[config.mk]
export PLATFORM = sky130hd
export DESIGN_NAME = auto_cmd12_ctrl
export DESIGN_NICKNAME = d
export VERILOG_FILES = /design/src/rtl/auto_cmd12_ctrl_pkg.sv /design/src/rtl/auto_cmd12_ctrl_counter.sv /design/src/rtl/auto_cmd12_ctrl.sv
export SDC_FILE = /design/constraint.sdc
export NUM_CORES = 1
export LEC_CHECK = 0
export CORE_UTILIZATION = 48
export DETAILED_ROUTE_END_ITERATION = 16
export PLACE_DENSITY_LB_ADDON = 0.15
export SLEW_MARGIN = 5
export SYNTH_ARGS = -nofsm -noshare
export SYNTH_HDL_FRONTEND = slang
export SYNTH_SLANG_ARGS = --single-unit
[constraint.sdc]
create_clock -name clk_i -period 2.8 [get_ports clk_i]
set_clock_uncertainty 0.15 [all_clocks]
set_input_delay 0.56 -clock clk_i [delete_from_list [all_inputs] [get_ports clk_i]]
set_output_delay 0.56 -clock clk_i [all_outputs]
set_load 0.005 [all_outputs]
[src/rtl/auto_cmd12_ctrl_pkg.sv]
// Shared types and constants for the Auto CMD12 transfer sequencer.
package auto_cmd12_ctrl_pkg;

    typedef enum logic [2:0] {
        ST_IDLE,
        ST_XFER,
        ST_WAIT_CMD,
        ST_ISSUE,
        ST_WAIT_RSP,
        ST_FINISH
    } auto_cmd12_state_e;

    localparam logic [5:0] CMD12_INDEX = 6'd12;

endpackage

[src/rtl/auto_cmd12_ctrl_counter.sv]
// Generic up/down counter with synchronous clear and load (clear > load > count).
module auto_cmd12_ctrl_counter #(
    parameter int W = 8
) (
    input  logic         clk,
    input  logic         rst,
    input  logic         clr,
    input  logic         load,
    input  logic [W-1:0] load_val,
    input  logic         up,
    input  logic         down,
    output logic [W-1:0] count
);

    always_ff @(posedge clk or posedge rst) begin
        if (rst) begin
            count <= '0;
        end else if (clr) begin
            count <= '0;
        end else if (load) begin
            count <= load_val;
        end else if (up && !down) begin
            count <= count + W'(1);
        end else if (down && !up) begin
            count <= count - W'(1);
        end
    end

endmodule

[src/rtl/auto_cmd12_ctrl.sv]
// Multi-block transfer sequencer: tracks block count, issues Auto CMD12 and
// reports transfer-complete / Auto CMD12 error events.
//
// state    | meaning
// IDLE     | no transfer; waits for xfer_start_i
// XFER     | data blocks moving; counts block_done_i
// WAIT_CMD | transfer ended, waiting for command path to go idle
// ISSUE    | one-cycle CMD12 request
// WAIT_RSP | waiting for CMD12 response or timeout
// FINISH   | one-cycle transfer-complete pulse
module auto_cmd12_ctrl
    import auto_cmd12_ctrl_pkg::*;
#(
    parameter int BLK_CNT_W   = 16,
    parameter int RSP_TIMEOUT = 128
) (
    input  logic                 clk_i,
    input  logic                 rst_i,
    input  logic                 xfer_start_i,
    input  logic                 multi_block_i,
    input  logic                 block_count_en_i,
    input  logic                 auto_cmd12_en_i,
    input  logic [BLK_CNT_W-1:0] block_count_i,
    input  logic                 block_done_i,
    input  logic                 data_err_i,
    input  logic                 abort_i,
    input  logic                 cmd_idle_i,
    input  logic                 cmd12_rsp_done_i,
    input  logic                 cmd12_rsp_err_i,
    output logic                 request_cmd12_o,
    output logic [BLK_CNT_W-1:0] block_count_o,
    output logic                 block_count_de_o,
    output logic                 xfer_active_o,
    output logic                 xfer_complete_o,
    output logic                 auto_cmd12_err_o
);

    localparam int TMO_W = $clog2(RSP_TIMEOUT) + 1;

    auto_cmd12_state_e state_q, state_d;

    logic [BLK_CNT_W-1:0] cnt;
    logic [BLK_CNT_W-1:0] cnt_load_val;
    logic                 cnt_load;
    logic                 cnt_dec;
    logic [TMO_W-1:0]     tmo;
    logic                 tmo_clr;
    logic                 tmo_inc;
    logic                 err_q;
    logic                 err_set;
    logic                 a12_err_d;
    logic                 auto_stop;

    auto_cmd12_ctrl_counter #(.W(BLK_CNT_W)) u_blk_cnt (
        .clk      (clk_i),
        .rst      (rst_i),
        .clr      (1'b0),
        .load     (cnt_load),
        .load_val (cnt_load_val),
        .up       (1'b0),
        .down     (cnt_dec),
        .count    (cnt)
    );

    auto_cmd12_ctrl_counter #(.W(TMO_W)) u_rsp_tmo (
        .clk      (clk_i),
        .rst      (rst_i),
        .clr      (tmo_clr),
        .load     (1'b0),
        .load_val ('0),
        .up       (tmo_inc),
        .down     (1'b0),
        .count    (tmo)
    );

    assign auto_stop = multi_block_i & auto_cmd12_en_i;

    // A data error in the same cycle as block_done_i means the block was bad.
    assign cnt_dec = (state_q == ST_XFER) && block_done_i && !data_err_i &&
                     (cnt != '0) && (block_count_en_i || !multi_block_i);

    always_comb begin
        state_d      = state_q;
        cnt_load     = 1'b0;
        cnt_load_val = multi_block_i ? block_count_i : BLK_CNT_W'(1);
        tmo_clr      = 1'b0;
        tmo_inc      = 1'b0;
        err_set      = 1'b0;
        a12_err_d    = 1'b0;
        case (state_q)
            ST_IDLE: begin
                if (xfer_start_i) begin
                    cnt_load = 1'b1;
                    if (block_count_en_i && multi_block_i && (block_count_i == '0)) begin
                        state_d = ST_FINISH;
                    end else begin
                        state_d = ST_XFER;
                    end
                end
            end
            ST_XFER: begin
                if (data_err_i) begin
                    err_set = 1'b1;
                    state_d = auto_stop ? ST_WAIT_CMD : ST_IDLE;
                end else if ((cnt_dec && (cnt == BLK_CNT_W'(1))) || abort_i) begin
                    state_d = auto_stop ? ST_WAIT_CMD : ST_FINISH;
                end
            end
            ST_WAIT_CMD: begin
                if (cmd_idle_i) begin
                    state_d = ST_ISSUE;
                end
            end
            ST_ISSUE: begin
                tmo_clr = 1'b1;
                state_d = ST_WAIT_RSP;
            end
            ST_WAIT_RSP: begin
                tmo_inc = 1'b1;
                // A response arriving on the timeout cycle still counts.
                if (cmd12_rsp_done_i) begin
                    if (cmd12_rsp_err_i) begin
                        a12_err_d = 1'b1;
                        state_d   = ST_IDLE;
                    end else begin
                        state_d = err_q ? ST_IDLE : ST_FINISH;
                    end
                end else if (tmo == TMO_W'(RSP_TIMEOUT - 1)) begin
                    a12_err_d = 1'b1;
                    state_d   = ST_IDLE;
                end
            end
            ST_FINISH: begin
                state_d = ST_IDLE;
            end
            default: begin
                state_d = ST_IDLE;
            end
        endcase
    end

    always_ff @(posedge clk_i or posedge rst_i) begin
        if (rst_i) begin
            state_q          <= ST_IDLE;
            err_q            <= 1'b0;
            auto_cmd12_err_o <= 1'b0;
        end else begin
            state_q          <= state_d;
            auto_cmd12_err_o <= a12_err_d;
            if (state_d == ST_IDLE) begin
                err_q <= 1'b0;
            end else if (err_set) begin
                err_q <= 1'b1;
            end
        end
    end

    assign block_count_de_o = cnt_dec;
    assign block_count_o    = cnt_dec ? (cnt - BLK_CNT_W'(1)) : cnt;
    assign request_cmd12_o  = (state_q == ST_ISSUE);
    assign xfer_complete_o  = (state_q == ST_FINISH);
    assign xfer_active_o    = (state_q != ST_IDLE);

endmodule

==> flow_summary.ini <==
[power]
cellInternalPower_w = 0.00185
switchingPower_w = 0.00127
peakVddDrop_v = 0.000816
clkPwrFrac_pct = 14.8
combPwrFrac_pct = 61.9
p_seq_share_pct = 23.3
power.leakage_nw = 1.51
power.share.switching_pct = 40.6
power_w = 0.00311
power_density_mw_per_mm2 = 1000

[setup_path]
setup.worst_path.start = u_blk_cnt.count[4]
r2r_start = u_blk_cnt.count[8]
critPathCaptureType = output pin
worstSetupPathType = flop to output pin
cp_slowest_stage_delay_ps = 580
cp_common_cell = nor3_4
crit_path_cell_trace = or4_4 > nor3_4 > nand4_1 > buf_4 > nor3_4 > xor2_1 > buf_2
worst-endpoint-required_ps = 2090
arrival_ps = 2400
start_kind = flop
worst-path-max-fanout = 4
crit_path_top_delay_cell = or4_4

[synth]
async_flop_share_pct = 100
yosys.area.top_type = dfrtp_1
yosysWarnings = 0
synth-main-ff-cell = dfrtp_1
synth_edf_count = 0
ys_seq_elements = 29
netlist_area_mm2 = 0.00180
syn_avg_cell_area_um2 = 8.72
yosys-top-cells-count = 32 x nand2_1, 29 x dfrtp_1, 26 x nor2_1, 18 x o21ai_0, 10 x a21o_1
ys_types = 43
synthMostInstantiatedCell = nand2_1
synth_seq_area_share_pct = 40.2
synth_fp_nets = 238
synthCells = 207
yosys-top-cells-area = dfrtp_1 40%, nand2_1 6.7%, nor2_1 5.4%
synth_top_area_share_pct = 40.2

[placement]
hpwl_mm = 3.42
routabilityCongestion = 0.843
place_area_mm2 = 0.00258
portBuffers = 48
dpl_worst_slack_ps = -706

[clocking]
path_clk_slew_ps = 70
cts_tree = built
cts-buffers-inserted = 5
cts_htree_levels = 2
cts_hold_buf = 0
clk_path_buf_depth = 2
clock-sinks = 29
clkLatencyLatePin_ps = 290
cts_root_buffer = clkbuf_8

[layout]
syn_to_final_growth_pct = 72.2
layout-drive-gt1-share_pct = 39.6
fillers = 154
diodes = 0
fin_area_mm2 = 0.00311
nets = 346

[global_routing]
globalRoute.totalOverflow = 0
antenna_found_initial = 0
grtUsageTotal_pct = 33.2
grt_pass1_wl_mm = 10.2
grt_pass1_vias = 2150
grt_start_max_net_pins = 30

[sta]
worstMarginPinSlew_ps = 599
hold_viol = 0
finalWorstSetupSlack_ps = -309
slew_headroom_pct = 59.5
max_freq_mhz = 322
fin_crit_sh_pct = 111
setup_viol = 16
final_max_slew_viol_count = 0
rsz0062_at_grt = yes
setup_tns_ps = -3600
finalCriticalPeriod_ps = 3110

[run_status]
status = finished, violations left
violations = negative setup slack

[floorplan]
dieHeight_um = 63.3
rows = 21
fp.dieW_um = 63.3
pin_count = 49
die_area_mm2 = 0.00401
coreArea_mm2 = 0.00347
initial_core_util_pct = 52.0

[drt]
drtIter0Drc = 226
antenna_left = 0
drc = 0
routed_wl_mm = 7.52
wire_per_inst_um = 20.8
avgViaCountPerCell = 6.14
firstDrtPassIters = 5
vias = 2221

[run]
maxCapViolCount = 0

[min_path]
hold_path.class = flop to flop
min-delay-start = u_rsp_tmo.count[7]
[flip-flops by register name, indices dropped and copies added, names as in the netlist]
name / flops
u_blk_cnt.count: 16
u_rsp_tmo.count: 8
err_q: 1
auto_cmd12_err_o: 1
state_q: 3
[layout by cell type, fill, tap and decap left out, types with 4 or more instances in the layout]
master,instances
a21o_1,10
buf_2,15
buf_4,49
buf_6,12
clkbuf_8,6
clkdlybuf4s50_1,30
dfrtp_1,29
inv_1,5
nand2_1,31
nand4_1,4
nor2_1,21
o21ai_0,17
xnor2_2,6
xor2_1,5
xor2_2,4
[cell families after synthesis]
group,Yosys count,share of synthesized area (%)
xor gates and xnor gates,16,7.77
DFF,29,40.2
adders and majority gates,3,2.08
muxes,3,1.80
AOI/OAI and AO/OA,42,15.7
and+or+nand+nor,101,29.8
buffers and inverters,13,2.70
[metal layers]
metal	vias up	GRT usage, %	part of all wire (%)
met4	0	19.0	5.0
li1	942	-	-
met1	1070	34.1	38
met5	-	0	0
met2	173	59.8	49
met3	36	9.06	7.8
[critical path: cells and delay by family, from the launching register on]
family / cells / cell delay [ps]
AND/OR/NAND/NOR: 4 / 1170
flip-flops: 1 / 380
buffers and inverters: 2 / 370
XOR/XNOR: 1 / 200
[per-stage QoR]
stage          hold WS (ps)  cells  utilization, %
2_1_floorplan           302    207               -
3_3_place_gp            328    329            74.5
3_5_place_dp            331    329            74.5
4_1_cts                 341    352            83.2
5_1_grt                 429    362            89.6
6_report                393    362            89.6
[path summary, 6_finish.rpt]
check / endpoint / slack (ps) / cells after the start
setup / recovery: block_count_o[10] / -310 / 7
hold / removal: u_rsp_tmo.count[7] / 390 / 1
setup reg to reg: u_blk_cnt.count[14] / 190 / 10
hold reg to reg: u_rsp_tmo.count[7] / 390 / 1
max in group asynchronous: u_blk_cnt.count[1] / 1710 / 3
min in group asynchronous: u_blk_cnt.count[14] / 490 / 3
[cell type report]
class	instances	area (µm²)	share of cell area [%]
clock buffer	7	86.3	2.78
timing repair buffer	109	905	29.1
sequential	29	726	23.4
tap	46	57.6	1.85
inverter	5	18.8	0.604
clock inverter	1	30.0	0.967
multi-input combinational	165	1280	41.3
[repair_timing]
item                       CTS  global route
pin swaps                   24            27
setup endpoints to repair   17            17
gates resized for setup     82            42
buffers inserted            16            13
[power groups by stage]
stage / registers, W / logic, W / clock network, W
floorplan: 0.000691 / 0.000645 / 0
global placement: 0.000681 / 0.00134 / 0
detailed placement: 0.000685 / 0.00137 / 0
CTS: 0.000688 / 0.00157 / 0.000464
global route: 0.000730 / 0.00203 / 0.000476
finish: 0.000725 / 0.00193 / 0.000462
Note: power is estimated with default switching activity, not from simulation.
